==> src/rtl/rv32i_pkg.sv <==
// Shared RV32I definitions: fetch FSM states, reset/NOP constants and the
// opcode values the decoder already relies on.
package rv32i_pkg;

  localparam int unsigned     XLEN             = 32;
  localparam logic [31:0]     RESET_PC_DEFAULT = 32'h0000_0000;
  localparam logic [31:0]     NOP_INSTR        = 32'h0000_0013;

  localparam logic [6:0] OPC_LUI      = 7'b0110111;
  localparam logic [6:0] OPC_AUIPC    = 7'b0010111;
  localparam logic [6:0] OPC_JAL      = 7'b1101111;
  localparam logic [6:0] OPC_JALR     = 7'b1100111;
  localparam logic [6:0] OPC_BRANCH   = 7'b1100011;
  localparam logic [6:0] OPC_LOAD     = 7'b0000011;
  localparam logic [6:0] OPC_STORE    = 7'b0100011;
  localparam logic [6:0] OPC_OP_IMM   = 7'b0010011;
  localparam logic [6:0] OPC_OP       = 7'b0110011;
  localparam logic [6:0] OPC_MISC_MEM = 7'b0001111;
  localparam logic [6:0] OPC_SYSTEM   = 7'b1110011;

  typedef enum logic [1:0] {
    S_REQ,
    S_HOLD,
    S_FAULT
  } fetch_state_t;

  function automatic logic is_misaligned(input logic [1:0] low_bits);
    return low_bits != 2'b00;
  endfunction

endpackage

==> src/rtl/instruction_fetch_unit_if.sv <==
// Instruction-memory request/acknowledge bus between the fetch unit (master)
// and instruction memory (slave).
interface instruction_fetch_unit_if #(
  parameter int unsigned XLEN = 32
);

  logic            imem_req;
  logic [XLEN-1:0] imem_addr;
  logic            imem_ack;
  logic [31:0]     imem_rdata;

  modport master (output imem_req, output imem_addr, input imem_ack, input imem_rdata);
  modport slave  (input imem_req, input imem_addr, output imem_ack, output imem_rdata);

endinterface

==> src/rtl/instruction_fetch_unit.sv <==
// RV32I fetch stage: owns the PC, fetches over a variable-latency req/ack bus,
// holds one word for the decoder and handles (possibly in-flight) redirects.
module instruction_fetch_unit #(
  parameter int unsigned     XLEN      = rv32i_pkg::XLEN,
  parameter logic [XLEN-1:0] RESET_PC  = rv32i_pkg::RESET_PC_DEFAULT,
  parameter logic [31:0]     NOP_INSTR = rv32i_pkg::NOP_INSTR
) (
  input  logic                    clk,
  input  logic                    reset,
  instruction_fetch_unit_if.master imem,
  input  logic                    stall,
  input  logic                    redirect_valid,
  input  logic [XLEN-1:0]         redirect_pc,
  output logic                    instr_valid,
  output logic [31:0]             instruction,
  output logic [XLEN-1:0]         instr_pc,
  output logic [XLEN-1:0]         pc_plus_four,
  output logic                    misaligned_fault,
  output logic [XLEN-1:0]         fault_pc
);
  import rv32i_pkg::*;

  fetch_state_t    state_q, state_d;
  logic [XLEN-1:0] pc_q, pc_d;
  logic [XLEN-1:0] pc_pending_q, pc_pending_d;
  logic            kill_q, kill_d;
  logic [31:0]     instruction_q, instruction_d;
  logic [XLEN-1:0] instr_pc_q, instr_pc_d;
  logic [XLEN-1:0] pc_plus_four_q, pc_plus_four_d;
  logic            fault_q, fault_d;
  logic [XLEN-1:0] fault_pc_q, fault_pc_d;
  logic            redirect_bad;

  assign redirect_bad = redirect_valid && is_misaligned(redirect_pc[1:0]);

  always_comb begin
    state_d        = state_q;
    pc_d           = pc_q;
    pc_pending_d   = pc_pending_q;
    kill_d         = kill_q;
    instruction_d  = instruction_q;
    instr_pc_d     = instr_pc_q;
    pc_plus_four_d = pc_plus_four_q;
    fault_d        = fault_q;
    fault_pc_d     = fault_pc_q;

    // A misaligned target abandons whatever is in flight and parks the unit.
    if (redirect_bad) begin
      fault_d    = 1'b1;
      fault_pc_d = redirect_pc;
      kill_d     = 1'b0;
      state_d    = S_FAULT;
    end else begin
      unique case (state_q)
        S_REQ: begin
          if (imem.imem_ack) begin
            if (redirect_valid) begin
              pc_d   = redirect_pc;
              kill_d = 1'b0;
            end else if (kill_q) begin
              pc_d   = pc_pending_q;
              kill_d = 1'b0;
            end else begin
              instruction_d  = imem.imem_rdata;
              instr_pc_d     = pc_q;
              pc_plus_four_d = pc_q + XLEN'(4);
              state_d        = S_HOLD;
            end
          end else if (redirect_valid) begin
            kill_d       = 1'b1;
            pc_pending_d = redirect_pc;
          end
        end
        S_HOLD: begin
          if (redirect_valid) begin
            pc_d    = redirect_pc;
            state_d = S_REQ;
          end else if (!stall) begin
            pc_d    = pc_q + XLEN'(4);
            state_d = S_REQ;
          end
        end
        S_FAULT: state_d = S_FAULT;
        default: state_d = S_REQ;
      endcase
    end
  end

  always_ff @(posedge clk) begin
    if (reset) begin
      state_q        <= S_REQ;
      pc_q           <= RESET_PC;
      pc_pending_q   <= '0;
      kill_q         <= 1'b0;
      instruction_q  <= NOP_INSTR;
      instr_pc_q     <= '0;
      pc_plus_four_q <= XLEN'(4);
      fault_q        <= 1'b0;
      fault_pc_q     <= '0;
    end else begin
      state_q        <= state_d;
      pc_q           <= pc_d;
      pc_pending_q   <= pc_pending_d;
      kill_q         <= kill_d;
      instruction_q  <= instruction_d;
      instr_pc_q     <= instr_pc_d;
      pc_plus_four_q <= pc_plus_four_d;
      fault_q        <= fault_d;
      fault_pc_q     <= fault_pc_d;
    end
  end

  assign imem.imem_req    = (state_q == S_REQ) && !reset;
  assign imem.imem_addr   = pc_q;
  assign instr_valid      = (state_q == S_HOLD);
  assign instruction      = instr_valid ? instruction_q : NOP_INSTR;
  assign instr_pc         = instr_pc_q;
  assign pc_plus_four     = pc_plus_four_q;
  assign misaligned_fault = fault_q;
  assign fault_pc         = fault_pc_q;

endmodule

==> src/flat_wrapper.sv <==
// flat-port wrapper written by rule: the top's interface ports become plain ports
module instruction_fetch_unit_flat import rv32i_pkg::*;
#(
  parameter int unsigned     XLEN      = rv32i_pkg::XLEN,
  parameter logic [XLEN-1:0] RESET_PC  = rv32i_pkg::RESET_PC_DEFAULT,
  parameter logic [31:0]     NOP_INSTR = rv32i_pkg::NOP_INSTR
)
  (clk, reset, stall, redirect_valid, redirect_pc, instr_valid, instruction, instr_pc, pc_plus_four, misaligned_fault, fault_pc, imem_imem_req, imem_imem_addr, imem_imem_ack, imem_imem_rdata);
  instruction_fetch_unit_if #(.XLEN(XLEN)) imem_i ();
  input  logic clk;
  input  logic reset;
  input  logic stall;
  input  logic redirect_valid;
  input  logic [XLEN-1:0] redirect_pc;
  output logic instr_valid;
  output logic [31:0] instruction;
  output logic [XLEN-1:0] instr_pc;
  output logic [XLEN-1:0] pc_plus_four;
  output logic misaligned_fault;
  output logic [XLEN-1:0] fault_pc;
  output wire logic [$bits(imem_i.imem_req)-1:0] imem_imem_req;
  output wire logic [$bits(imem_i.imem_addr)-1:0] imem_imem_addr;
  input wire logic [$bits(imem_i.imem_ack)-1:0] imem_imem_ack;
  input wire logic [$bits(imem_i.imem_rdata)-1:0] imem_imem_rdata;
  assign imem_imem_req = imem_i.imem_req;
  assign imem_imem_addr = imem_i.imem_addr;
  assign imem_i.imem_ack = imem_imem_ack;
  assign imem_i.imem_rdata = imem_imem_rdata;
  instruction_fetch_unit #(.XLEN(XLEN), .RESET_PC(RESET_PC), .NOP_INSTR(NOP_INSTR)) u_core (.clk(clk), .reset(reset), .imem(imem_i), .stall(stall), .redirect_valid(redirect_valid), .redirect_pc(redirect_pc), .instr_valid(instr_valid), .instruction(instruction), .instr_pc(instr_pc), .pc_plus_four(pc_plus_four), .misaligned_fault(misaligned_fault), .fault_pc(fault_pc));
endmodule
==> config.mk <==
export PLATFORM = sky130hd
export DESIGN_NAME = instruction_fetch_unit_flat
export DESIGN_NICKNAME = d
export VERILOG_FILES = /design/src/rtl/rv32i_pkg.sv /design/src/rtl/instruction_fetch_unit_if.sv /design/src/rtl/instruction_fetch_unit.sv /design/src/flat_wrapper.sv
export SDC_FILE = /design/constraint.sdc
export NUM_CORES = 1
export LEC_CHECK = 0
export BUFFER_PORTS_ARGS = -buffer_cell sky130_fd_sc_hd__buf_4
export CAP_MARGIN = 20
export CORE_ASPECT_RATIO = 1.5
export CORE_MARGIN = 2
export CORE_UTILIZATION = 50
export CTS_CLUSTER_DIAMETER = 80
export DETAILED_ROUTE_END_ITERATION = 8
export PLACE_DENSITY = 0.77
export SYNTH_ARGS = -nofsm -noshare
export SYNTH_HDL_FRONTEND = slang
export SYNTH_SLANG_ARGS = --single-unit
==> constraint.sdc <==
create_clock -name clk -period 3.2 [get_ports clk]
set_input_delay 0.64 -clock clk [delete_from_list [all_inputs] [get_ports clk]]
set_output_delay 0.64 -clock clk [all_outputs]
set_load 0.05 [all_outputs]
==> results of run 1 <==
## logic make-up after synthesis
kind of cell	count (synthesis)	share of synthesized area (%)
and+or+nand+nor	487	26.05
AOI/OAI and AO/OA	280	19.64
DFF	194	46.05
buffers and inverters	108	4.969
xor gates and xnor gates	28	2.908
muxes	2	0.2374
adders and majority gates	1	0.1483
## area by class of cell
type | count | area [sq um]
fillers | 1497 | 5734
multi-input cells | 798 | 4148
flip-flops and latches | 194 | 3884
repair buffers | 257 | 1958
clock buffers | 18 | 439.2
well taps | 210 | 262.8
clock inverters | 13 | 147.6
inverters | 12 | 45.04
## power breakdown
part | switching, uW | internal (uW)
sequential | 90.9 | 2530
clock | 993 | 1120
combinational | 643 | 302
total | 1730 | 3950
## synthesized netlist by cell type, types with 3 or more instances
cell type and count:
sky130_fd_sc_hd__nand2_1 297, sky130_fd_sc_hd__dfxtp_1 194, sky130_fd_sc_hd__a21oi_1 154, sky130_fd_sc_hd__clkbuf_1 86
sky130_fd_sc_hd__nor2_1 59, sky130_fd_sc_hd__o21ai_0 44, sky130_fd_sc_hd__a211oi_1 35, sky130_fd_sc_hd__and2_1 30
sky130_fd_sc_hd__xnor2_1 22, sky130_fd_sc_hd__nor3_1 19, sky130_fd_sc_hd__nand3_1 16, sky130_fd_sc_hd__inv_1 12
sky130_fd_sc_hd__nand2b_1 11, sky130_fd_sc_hd__nand4_1 11, sky130_fd_sc_hd__nor4_1 9, sky130_fd_sc_hd__o32ai_1 7
sky130_fd_sc_hd__xor2_1 6, sky130_fd_sc_hd__and4_1 5, sky130_fd_sc_hd__nand3b_1 5, sky130_fd_sc_hd__and3_1 4
sky130_fd_sc_hd__buf_2 4, sky130_fd_sc_hd__o311ai_0 4, sky130_fd_sc_hd__o31ai_1 4, sky130_fd_sc_hd__or3_1 4
sky130_fd_sc_hd__buf_1 3, sky130_fd_sc_hd__nor3b_1 3, sky130_fd_sc_hd__o211ai_1 3, sky130_fd_sc_hd__o31a_1 3
## metal layers
layer / vias up / track usage, %
met1: 3792 / 34.28
li1: 4111 / -
met4: 0 / 9.954
met5: - / 0
met3: 43 / 4.350
met2: 303 / 42.36
## worst max-delay path by stage
stage                       from  cells after the start  slack [ns]                        end
3_3_place_gp      redirect_valid                      6        0.67  u_core.imem.imem_addr[14]
3_5_place_dp      redirect_valid                      6        0.56  u_core.imem.imem_addr[16]
4_1_cts        u_core.state_q[0]                      4        0.26            instruction[11]
2_1_floorplan              reset                      3        0.49              imem_imem_req
6_report       u_core.state_q[0]                      4        0.33            instruction[11]
5_1_grt        u_core.state_q[0]                      4        0.18            instruction[11]
## worst max-delay path, cell delays in order (launching register included)
cell	delay [ns]
sky130_fd_sc_hd__dfxtp_1	0.49
sky130_fd_sc_hd__nand2b_1	0.13
sky130_fd_sc_hd__inv_1	0.72
sky130_fd_sc_hd__and2_1	0.25
sky130_fd_sc_hd__buf_4	0.20
## stage by stage
| stage | cell area [sq um] | std cells |
|---|---|---|
| 6_report | 10880 | 1502 |
| 5_1_grt | 10880 | 1502 |
| 4_1_cts | 10880 | 1502 |
| 3_5_place_dp | 10300 | 1471 |
| 3_3_place_gp | 10300 | 1471 |
| 2_1_floorplan | 8434 | 1100 |
## flip-flops by register name, summed over array words and instances, names as in the netlist
register and count:
u_core.fault_pc 32, u_core.imem.imem_addr 32, u_core.instr_pc 32, u_core.instruction_q 32
u_core.pc_pending_q 32, u_core.pc_plus_four 30, u_core.state_q 2, u_core.kill_q 1
u_core.misaligned_fault 1
==> summary.log, run 1 <==
INFO  run_status     outcome=completed
INFO  drt            vias=8249
INFO  place          place_worst_setup_slack=0.5634ns
INFO  yosys          ys_ff_latch=194
INFO  finish         layout.cells.most_common=sky130_fd_sc_hd__nand2_1
INFO  sta            slew-limit-headroom=24.73%
INFO  sta            maxClockFrequency=348.6MHz
INFO  clocking       cts_buffers=17
INFO  critical_path  rr_worst_depth=6
INFO  clocking       cts.reportedPaths.clkPinSlew=0.07ns
INFO  drt            detailroute.wirelength.met2=11470um
INFO  critical_path  worstSetupPathType=flip-flop to output pin
INFO  critical_path  critical_register_to_register_path_endpoint=u_core.imem.imem_addr[30]
INFO  drt            drt_drc_violations_left=0
INFO  drt            finalWirelength=23940um
INFO  drt            route.top_layer_used=met4
INFO  hold_path      worst_hold_startpoint=imem_imem_rdata[4]
INFO  drt            post_route_antenna_net_violation_count=0
INFO  sta            hold_ws=0.4234ns
INFO  pwr            cellLeakagePower=0.004233uW
INFO  yosys          postSynth.asyncResetShare=0%
INFO  critical_path  crit_required=2.56ns
INFO  yosys          synthesis.nets=1170
INFO  drt            drt-initial-drc-count=672
INFO  drt            drt-pass1-iter-count=5
INFO  yosys          synth.area.top_cells=sky130_fd_sc_hd__dfxtp_1, sky130_fd_sc_hd__nand2_1, sky130_fd_sc_hd__a21oi_1
INFO  yosys          synth-edff-count=0
INFO  yosys          postSynth.topFlopCell=sky130_fd_sc_hd__dfxtp_1
INFO  clocking       clock_latency_on_the_worst_skew_pair=0.44ns
INFO  critical_path  setup.worst_path.start_class=flip-flop
INFO  clocking       cts.sink_count=194
INFO  hold_path      min_delay_worst_endpoint=u_core.instruction_q[4]
INFO  sta            postLayoutSetupSlackWorst=0.3311ns
INFO  clocking       post_cts.resized_instances=0
INFO  floorplanning  design.die.area=0.01795sqmm
INFO  pwr            cellPowerDensity=521.3mW/mm^2
INFO  global_routing global_route.usage.total=26.05%
INFO  global_routing grt.overflow.total=0
INFO  pwr            design_power_total=5674uW
INFO  yosys          synth_sequential_area_ratio=46.05%
INFO  yosys          mean_instance_size_in_the_synthesized_netlist=7.668squm
INFO  finish         number_of_antenna_diodes=0
INFO  yosys          synth_cell_types=62
INFO  hold_path      hold-path-cell-count=3
INFO  critical_path  critical_path.endpoint_type=output pin
INFO  drt            route.layer.met1.wl=10080um
INFO  global_routing antenna_found_initial=0
INFO  sta            hold_viol=0
INFO  clocking       root_cell_of_the_clock_tree=sky130_fd_sc_hd__clkbuf_16
INFO  finish         drive_gt1_share=23.61%
INFO  finish         finish.utilization=65.49%
INFO  finish         finish.net_count=1350
INFO  critical_path  critical_path_arrival=2.23ns
INFO  yosys          synthDominantCellAreaShare=46.05%
INFO  global_routing grt_start_max_net_pins=70
INFO  sta            unrepaired_setup_endpoints_after_global_routing=no
INFO  pwr            max-vdd-ir-drop=0.0003652V
INFO  yosys          yosys_warnings=0
INFO  sta            transition_at_the_pin_with_the_smallest_max_transition_slack=1.128ns
INFO  clocking       cts_tree=built
INFO  hold_path      holdCritPathClass=input pin to flip-flop
INFO  place          place_hpwl=16920um
INFO  floorplanning  design.core.area=0.01662sqmm
INFO  clocking       cts_setup_buffers=0
INFO  floorplanning  design.portCount=232
INFO  floorplanning  chipWidth=110.0um
INFO  floorplanning  floorplan.initialDensity=50.75%
INFO  drt            detail_route.vias_per_cell=5.492
INFO  drt            met3WireLength=1714um
INFO  finish         most-common-layout-cells=sky130_fd_sc_hd__nand2_1, sky130_fd_sc_hd__buf_4, sky130_fd_sc_hd__dfxtp_1
INFO  sta            layout_worst_path_cycle_share=89.65%
INFO  yosys          post_synth_inst_count=1100
INFO  sta            setup_viol=0
INFO  sta            tns=0ns
INFO  critical_path  reg_to_reg_startpoint=u_core.imem.imem_addr[2]
INFO  sta            finalClockSkew=0.01098ns
INFO  yosys          yosys.area.top_type=sky130_fd_sc_hd__dfxtp_1
INFO  global_routing via_count_of_the_first_global_routing_pass=7282
INFO  yosys          synthesis.area=0.008434sqmm
INFO  clocking       holdBufCountCts=0
INFO  place          gpl.final_weighted_congestion=0.8764
INFO  floorplanning  die-height=163.1um
INFO  critical_path  crit_fanout=35
INFO  finish         flow.area_growth_from_synthesis=29.05%
INFO  run            drv.max_cap_violation_count=0
INFO  clocking       clock_path_buffers=2
INFO  place          port_buffers=231
INFO  floorplanning  row_count=58
INFO  critical_path  rrSetupSlack=0.81ns
INFO  drt            routed_wire_length_per_instance=15.94um
INFO  global_routing grt_first_pass_wirelength=37460um
INFO  sta            timing.final.crit_period=2.869ns
INFO  clocking       cts.htree.levels=4
INFO  sta            final_max_slew_viol_count=0
Power figures use the tool's default switching activity.
==> inputs of run 2 (changes only) <==
--- a/config.mk
+++ b/config.mk
@@ -5,6 +5,7 @@
 export SDC_FILE = /design/constraint.sdc
 export NUM_CORES = 1
 export LEC_CHECK = 0
+export ABC_AREA = 1
 export BUFFER_PORTS_ARGS = -buffer_cell sky130_fd_sc_hd__buf_4
 export CAP_MARGIN = 20
 export CORE_ASPECT_RATIO = 1.5
==> summary.log, run 2 <==
INFO  sta            maxClockFrequency=406.3MHz [was 348.6 MHz]
INFO  finish         finish.net_count=1417 [was 1350]
INFO  critical_path  setup.worst_path.start_class=flip-flop [unchanged]
INFO  clocking       cts.sink_count=194 [unchanged]
INFO  yosys          synthesis.nets=1227 [was 1170]
INFO  yosys          post_synth_inst_count=1157 [was 1100]
INFO  yosys          synth_cell_types=31 [was 62]
INFO  floorplanning  die-height=161.5um [was 163.1 um]
INFO  clocking       clock_path_buffers=2 [unchanged]
INFO  drt            routed_wire_length_per_instance=16.30um [was 15.94 um]
INFO  pwr            design_power_total=5959uW [was 5674 uW]
INFO  drt            post_route_antenna_net_violation_count=0 [unchanged]
INFO  critical_path  critical_register_to_register_path_endpoint=u_core.imem.imem_addr[2] [was u_core.imem.imem_addr[30]]
INFO  sta            transition_at_the_pin_with_the_smallest_max_transition_slack=0.8601ns [was 1.128 ns]
INFO  floorplanning  design.die.area=0.01761sqmm [was 0.01795 sq mm]
INFO  floorplanning  chipWidth=109.0um [was 110.0 um]
INFO  sta            timing.final.crit_period=2.461ns [was 2.869 ns]
INFO  clocking       cts_buffers=17 [unchanged]
INFO  sta            hold_viol=0 [unchanged]
INFO  place          place_hpwl=18400um [was 16920 um]
INFO  floorplanning  design.portCount=232 [unchanged]
INFO  yosys          mean_instance_size_in_the_synthesized_netlist=7.149squm [was 7.668 sq um]
INFO  sta            layout_worst_path_cycle_share=76.92% [was 89.65%]
INFO  global_routing grt_first_pass_wirelength=39450um [was 37460 um]
INFO  hold_path      hold-path-cell-count=3 [unchanged]
INFO  global_routing antenna_found_initial=0 [unchanged]
INFO  critical_path  crit_fanout=34 [was 35]
INFO  drt            drt-pass1-iter-count=5 [unchanged]
INFO  sta            postLayoutSetupSlackWorst=0.7387ns [was 0.3311 ns]
INFO  critical_path  reg_to_reg_startpoint=u_core.state_q[1] [was u_core.imem.imem_addr[2]]
INFO  clocking       cts.reportedPaths.clkPinSlew=0.06ns [was 0.07 ns]
INFO  global_routing global_route.usage.total=28.87% [was 26.05%]
INFO  yosys          yosys_warnings=0 [unchanged]
INFO  yosys          synth.most_common_cell=sky130_fd_sc_hd__nand2_1 [unchanged]
INFO  yosys          postSynth.asyncResetShare=0% [unchanged]
INFO  finish         fillers=1452 [was 1497]
INFO  sta            final_max_slew_viol_count=0 [unchanged]
INFO  run_status     outcome=completed [unchanged]
INFO  finish         layout.cells.most_common=sky130_fd_sc_hd__buf_4 [was sky130_fd_sc_hd__nand2_1]
INFO  critical_path  critical_path.endpoint_type=output pin [unchanged]
INFO  drt            drt_drc_violations_left=0 [unchanged]
INFO  place          gpl.final_weighted_congestion=0.9286 [was 0.8764]
INFO  yosys          postSynth.topFlopCell=sky130_fd_sc_hd__dfxtp_1 [unchanged]
INFO  critical_path  rrSetupSlack=1.15ns [was 0.81 ns]
INFO  finish         most-common-layout-cells=sky130_fd_sc_hd__buf_4, sky130_fd_sc_hd__nand2_1, sky130_fd_sc_hd__dfxtp_1 [was sky130_fd_sc_hd__nand2_1, sky130_fd_sc_hd__buf_4, sky130_fd_sc_hd__dfxtp_1]
INFO  finish         flow.area_growth_from_synthesis=29.06% [was 29.05%]
INFO  yosys          ys_ff_latch=194 [unchanged]
INFO  yosys          synth_common_cells=sky130_fd_sc_hd__nand2_1, sky130_fd_sc_hd__dfxtp_1, sky130_fd_sc_hd__nor2_1 [was sky130_fd_sc_hd__nand2_1, sky130_fd_sc_hd__dfxtp_1, sky130_fd_sc_hd__a21oi_1]
INFO  sta            slew-limit-headroom=42.66% [was 24.73%]
INFO  place          port_buffers=231 [unchanged]
INFO  yosys          synthesis.area=0.008272sqmm [was 0.008434 sq mm]
INFO  drt            detail_route.vias_per_cell=5.320 [was 5.492]
INFO  floorplanning  row_count=57 [was 58]
INFO  sta            tns=0ns [unchanged]
INFO  hold_path      holdCritPathClass=input pin to flip-flop [unchanged]
INFO  run            drv.max_cap_violation_count=0 [unchanged]
INFO  sta            hold_ws=0.3979ns [was 0.4234 ns]
INFO  floorplanning  floorplan.initialDensity=51.09% [was 50.75%]
INFO  critical_path  crit_required=2.56ns [about the same]
INFO  sta            unrepaired_setup_endpoints_after_global_routing=no [unchanged]
INFO  global_routing grt.overflow.total=0 [unchanged]
INFO  pwr            cellPowerDensity=558.2mW/mm^2 [was 521.3 mW/mm^2]
INFO  finish         number_of_antenna_diodes=0 [unchanged]
INFO  yosys          synth.area.top_cells=sky130_fd_sc_hd__dfxtp_1, sky130_fd_sc_hd__a21oi_1, sky130_fd_sc_hd__nand2_1 [was sky130_fd_sc_hd__dfxtp_1, sky130_fd_sc_hd__nand2_1, sky130_fd_sc_hd__a21oi_1]
INFO  hold_path      worst_hold_startpoint=imem_imem_rdata[4] [unchanged]
INFO  clocking       cts.htree.levels=4 [unchanged]
INFO  clocking       post_cts.resized_instances=0 [unchanged]
INFO  pwr            max-vdd-ir-drop=0.0004144V [was 0.0003652 V]
INFO  drt            drt-initial-drc-count=637 [was 672]
INFO  yosys          synth-edff-count=0 [unchanged]
INFO  finish         finish.utilization=65.94% [was 65.49%]
INFO  clocking       holdBufCountCts=0 [unchanged]
INFO  clocking       clock_latency_on_the_worst_skew_pair=0.44ns [about the same]
INFO  pwr            cellLeakagePower=0.004694uW [was 0.004233 uW]
INFO  sta            setup_viol=0 [unchanged]
INFO  yosys          synthDominantCellAreaShare=46.95% [was 46.05%]
INFO  clocking       cts_setup_buffers=0 [unchanged]
INFO  critical_path  rr_worst_depth=8 [was 6]
INFO  critical_path  critical_path_arrival=1.82ns [was 2.23 ns]
INFO  global_routing grt_start_max_net_pins=95 [was 70]
INFO  critical_path  worstSetupPathType=flip-flop to output pin [unchanged]
INFO  hold_path      min_delay_worst_endpoint=u_core.instruction_q[4] [unchanged]
INFO  yosys          yosys.area.top_type=sky130_fd_sc_hd__dfxtp_1 [unchanged]
INFO  clocking       cts_tree=built [unchanged]
INFO  yosys          synth_sequential_area_ratio=46.95% [was 46.05%]
INFO  place          place_worst_setup_slack=0.8734ns [was 0.5634 ns]
INFO  drt            finalWirelength=25490um [was 23940 um]
INFO  drt            vias=8320 [was 8249]
INFO  floorplanning  design.core.area=0.01619sqmm [was 0.01662 sq mm]
INFO  finish         drive_gt1_share=22.24% [was 23.61%]
INFO  sta            finalClockSkew=0.007773ns [was 0.01098 ns]
INFO  global_routing via_count_of_the_first_global_routing_pass=7695 [was 7282]
INFO  clocking       root_cell_of_the_clock_tree=sky130_fd_sc_hd__clkbuf_16 [unchanged]
run 2: changes by cell type in the layout (fill, tap and decap cells not counted), sizes merged, moves of 9 or more:
cell / previous run / this run
nand3: 16 / 40
o21ai: 45 / 160
nand2: 297 / 195
nor3: 19 / 5
nor4: 10 / 0
nand2b: 11 / 0
xnor2: 22 / 9
a211oi: 36 / 1
nor2: 59 / 178
o21bai: 1 / 12
nand4: 13 / 4
buf: 257 / 244
and2: 30 / 0
inv: 16 / 106
run 2: stage by stage:
stage / area (sq um) / instances
detailed placement: 10080 / 1534
finish: 10680 / 1564
global route: 10680 / 1564
floorplan: 8272 / 1157
global placement: 10080 / 1534
CTS: 10680 / 1564
run 2: cells by family after synthesis:
kind of cell / after synthesis / synth area share [%]
compound gates: 343 / 21.69
buf+inv: 180 / 8.758
xor+xnor: 14 / 1.482
fa+ha+maj: 1 / 0.1512
flops: 194 / 46.95
simple gates: 425 / 20.97
run 2: layout make-up:
| type | instances | area (sq um) | share of cell area (%) |
|---|---|---|---|
| sequential | 194 | 3884 | 36.38 |
| multi-input combinational | 783 | 3676 | 34.44 |
| timing repair buffer | 244 | 1857 | 17.39 |
| clock buffer | 23 | 498.0 | 4.665 |
| inverter | 107 | 402.9 | 3.774 |
| tap | 206 | 257.7 | 2.414 |
| clock inverter | 7 | 100.1 | 0.9376 |
run 2: how the worst max path moves through the flow:
stage,cells after the start,from,to,slack (ns)
floorplan,6,u_core.state_q[0],instruction[11],0.87
global placement,8,redirect_valid,u_core.imem.imem_addr[23],0.92
detailed placement,8,redirect_valid,u_core.pc_pending_q[22],0.87
CTS,4,u_core.state_q[1],instruction[1],0.74
global route,4,u_core.state_q[1],instruction[1],0.65
finish,4,u_core.state_q[1],instruction[0],0.74
run 2: layer usage:
metal / global-route usage, % / share of wire, % / vias to the layer above
met5: 0 / 0 / -
met4: 15.21 / 5.1 / 0
li1: - / - / 4126
met1: 31.36 / 37 / 3819
met2: 51.33 / 52 / 289
met3: 6.215 / 5.8 / 86
run 2: where the power goes:
part / internal (uW) / switching, uW
combinational: 335 / 768
sequential: 2570 / 115
clock: 1250 / 921
run 2: critical path: stages, from the launching register on:
cell	delay, ns
sky130_fd_sc_hd__dfxtp_1	0.43
sky130_fd_sc_hd__nor2_2	0.08
sky130_fd_sc_hd__inv_2	0.44
sky130_fd_sc_hd__or2_2	0.22
sky130_fd_sc_hd__buf_4	0.19
==> inputs of run 3 (changes only) <==
==> constraint.sdc (replaced) <==
create_clock -name clk -period 2.4 [get_ports clk]
set_input_delay 0.48 -clock clk [delete_from_list [all_inputs] [get_ports clk]]
set_output_delay 0.48 -clock clk [all_outputs]
set_load 0.05 [all_outputs]
==> summary.log, run 3 (synthesis results as in run 2) <==
INFO  finish         number_of_antenna_diodes=0 [unchanged]
INFO  pwr            p_int=5612uW [was 4155 uW]
INFO  global_routing grt_util_met3=5.327% [was 6.215%]
INFO  sta            maxClockFrequency=454.0MHz
INFO  drt            drt_drc_violations_left=0 [unchanged]
INFO  critical_path  critical_path_arrival=1.72ns [was 1.82 ns]
INFO  drt            finalWirelength=25860um [was 25490 um]
INFO  floorplanning  chipWidth=109.0um [unchanged]
INFO  floorplanning  design.portCount=232 [unchanged]
INFO  clocking       root_cell_of_the_clock_tree=sky130_fd_sc_hd__clkbuf_16 [unchanged]
INFO  clocking       clock_path_buffers=2 [unchanged]
INFO  pwr            switching_share=30.22% [was 30.27%]
INFO  pwr            max-vdd-ir-drop=0.0005447V [was 0.0004144 V]
INFO  clocking       post_cts.resized_instances=0 [unchanged]
INFO  pwr            cellPowerDensity=747.0mW/mm^2 [was 558.2 mW/mm^2]
INFO  sta            final_max_slew_viol_count=0 [unchanged]
INFO  finish         layout.cells.most_common=sky130_fd_sc_hd__buf_4 [unchanged]
INFO  critical_path  setup.worst_path.start_class=flip-flop [unchanged]
INFO  place          place_hpwl=18720um [was 18400 um]
INFO  clocking       cts_buffers=17 [unchanged]
INFO  global_routing antenna_found_initial=0 [unchanged]
INFO  drt            drt-initial-drc-count=654 [was 637]
INFO  sta            slew-limit-headroom=56.37% [was 42.66%]
INFO  run            drv.max_cap_violation_count=0 [unchanged]
INFO  finish         most-common-layout-cells=sky130_fd_sc_hd__buf_4, sky130_fd_sc_hd__nand2_1, sky130_fd_sc_hd__dfxtp_1 [unchanged]
INFO  critical_path  crit_fanout=13 [was 34]
INFO  pwr            cellLeakagePower=0.004753uW [was 0.004694 uW]
INFO  floorplanning  floorplan.initialDensity=51.09% [unchanged]
INFO  clocking       cts_tree=built [unchanged]
INFO  global_routing top_usage_layer=met2 [unchanged]
INFO  clocking       clock_latency_on_the_worst_skew_pair=0.43ns [was 0.44 ns]
INFO  floorplanning  die-height=161.5um [unchanged]
INFO  run_status     outcome=completed [unchanged]
INFO  sta            unrepaired_setup_endpoints_after_global_routing=no [unchanged]
INFO  pwr            power.share.combinational=18.6% [was 18.5%]
INFO  global_routing grt_start_max_net_pins=95 [unchanged]
INFO  clocking       cts.htree.levels=4 [unchanged]
INFO  clocking       cts.sink_count=194 [unchanged]
INFO  drt            routed_wire_length_per_instance=16.44um [was 16.30 um]
INFO  floorplanning  design.die.area=0.01761sqmm [unchanged]
INFO  floorplanning  design.core.area=0.01619sqmm [unchanged]
INFO  global_routing via_count_of_the_first_global_routing_pass=7577 [was 7695]
INFO  critical_path  crit_slowest_cell=sky130_fd_sc_hd__dfxtp_1 [was sky130_fd_sc_hd__inv_2]
INFO  clocking       holdBufCountCts=0 [unchanged]
INFO  sta            tns=0ns [unchanged]
INFO  pwr            design_power_total=8043uW [was 5959 uW]
INFO  global_routing grt_first_pass_wirelength=38930um [was 39450 um]
INFO  critical_path  critical_path.endpoint_type=output pin [unchanged]
INFO  clocking       cts.reportedPaths.clkPinSlew=0.07ns [was 0.06 ns]
INFO  critical_path  reg_to_reg_startpoint=u_core.state_q[1] [unchanged]
INFO  finish         fillers=1435 [was 1452]
INFO  sta            setup_viol=0 [unchanged]
INFO  drt            vias=8443 [was 8320]
INFO  sta            finalClockSkew=0.007381ns [was 0.007773 ns]
INFO  pwr            total_switching_power=2431uW [was 1804 uW]
INFO  critical_path  worstSetupPathType=flip-flop to output pin [unchanged]
INFO  global_routing grt_use_met2=50.76% [was 51.33%]
INFO  critical_path  crit_required=1.92ns [was 2.56 ns]
INFO  place          port_buffers=231 [unchanged]
INFO  drt            detail_route.vias_per_cell=5.367 [was 5.320]
INFO  global_routing grt.overflow.total=0 [unchanged]
INFO  critical_path  crit_chain=inv_2, nor2_2, inv_2, buf_4, nor2_1, buf_4 [was nor2_2, inv_2, or2_2, buf_4]
INFO  hold_path      holdCritPathClass=input pin to flip-flop [unchanged]
INFO  finish         flow.area_growth_from_synthesis=30.16% [was 29.06%]
INFO  drt            post_route_antenna_net_violation_count=0 [unchanged]
INFO  critical_path  critPathLaunch=u_core.state_q[0] [was u_core.state_q[1]]
INFO  sta            hold_viol=0 [unchanged]
INFO  global_routing globalRouteMet1Util=31.19% [was 31.36%]
INFO  global_routing global_route.usage.total=28.55% [was 28.87%]
INFO  clocking       cts_setup_buffers=0 [unchanged]
INFO  place          gpl.final_weighted_congestion=0.8893 [was 0.9286]
INFO  pwr            seq_power_share=44.4% [was 45.1%]
INFO  drt            drt-pass1-iter-count=5 [unchanged]
INFO  sta            timing.final.crit_period=2.203ns
INFO  pwr            power_frac_clock=37.0% [was 36.4%]
INFO  critical_path  critical_path.max_stage_delay=0.39ns [was 0.44 ns]
INFO  floorplanning  row_count=57 [unchanged]
INFO  sta            layout_worst_path_cycle_share=91.78%
INFO  finish         finish.net_count=1425 [was 1417]
INFO  sta            transition_at_the_pin_with_the_smallest_max_transition_slack=0.6536ns [was 0.8601 ns]
INFO  hold_path      worst_hold_startpoint=imem_imem_rdata[0] [was imem_imem_rdata[4]]
INFO  finish         drive_gt1_share=22.82% [was 22.24%]
## run 3: per-layer routing
metal,part of all wire [%],vias up
met4,5.1,0
met2,52,324
li1,-,4147
met1,37,3894
met5,0,-
met3,5.8,78
## run 3: metrics by stage
step                hold slack [ns]  cell area (sq um)  utilization, %  cells  setup slack [ns]
finish                       0.2434              10770           66.50   1573            0.1972
detailed placement           0.4412              10150           62.69   1542            0.2747
floorplan                    0.4245               8272               -   1157            0.2256
CTS                          0.2388              10770           66.50   1573            0.2020
global route                 0.2447              10770           66.50   1573            0.1060
global placement             0.4351              10150           62.69   1542            0.3580
## run 3: area by class of cell
cell class | instances | area, sq um | area share [%]
inverters | 107 | 402.9 | 3.742
multi-input cells | 783 | 3676 | 34.14
clock inverters | 11 | 150.1 | 1.395
repair buffers | 252 | 1929 | 17.92
well taps | 206 | 257.7 | 2.394
clock buffers | 20 | 466.7 | 4.335
flip-flops and latches | 194 | 3884 | 36.07
## run 3: final timing paths
| kind | end | slack [ns] | cells past startpoint |
|---|---|---|---|
| max reg2reg | u_core.pc_pending_q[6] | 0.41 | 7 |
| min reg2reg | u_core.pc_pending_q[23] | 0.45 | 2 |
| max | instruction[14] | 0.20 | 6 |
| min | u_core.instruction_q[0] | 0.24 | 3 |
## run 3: power by group through the flow
stage	sequential, uW	clock (uW)	combinational, uW
global route	3590	3120	1600
detailed placement	3640	0	1490
finish	3570	2970	1500
floorplan	4080	0	529
global placement	3640	0	1470
CTS	3570	3000	1500
## run 3: worst max-delay path, delay by kind of cell (launching register included)
kind	cells	cell delay, ns
buffers and inverters	4	0.65
flip-flops	1	0.39
AND/OR/NAND/NOR	2	0.24
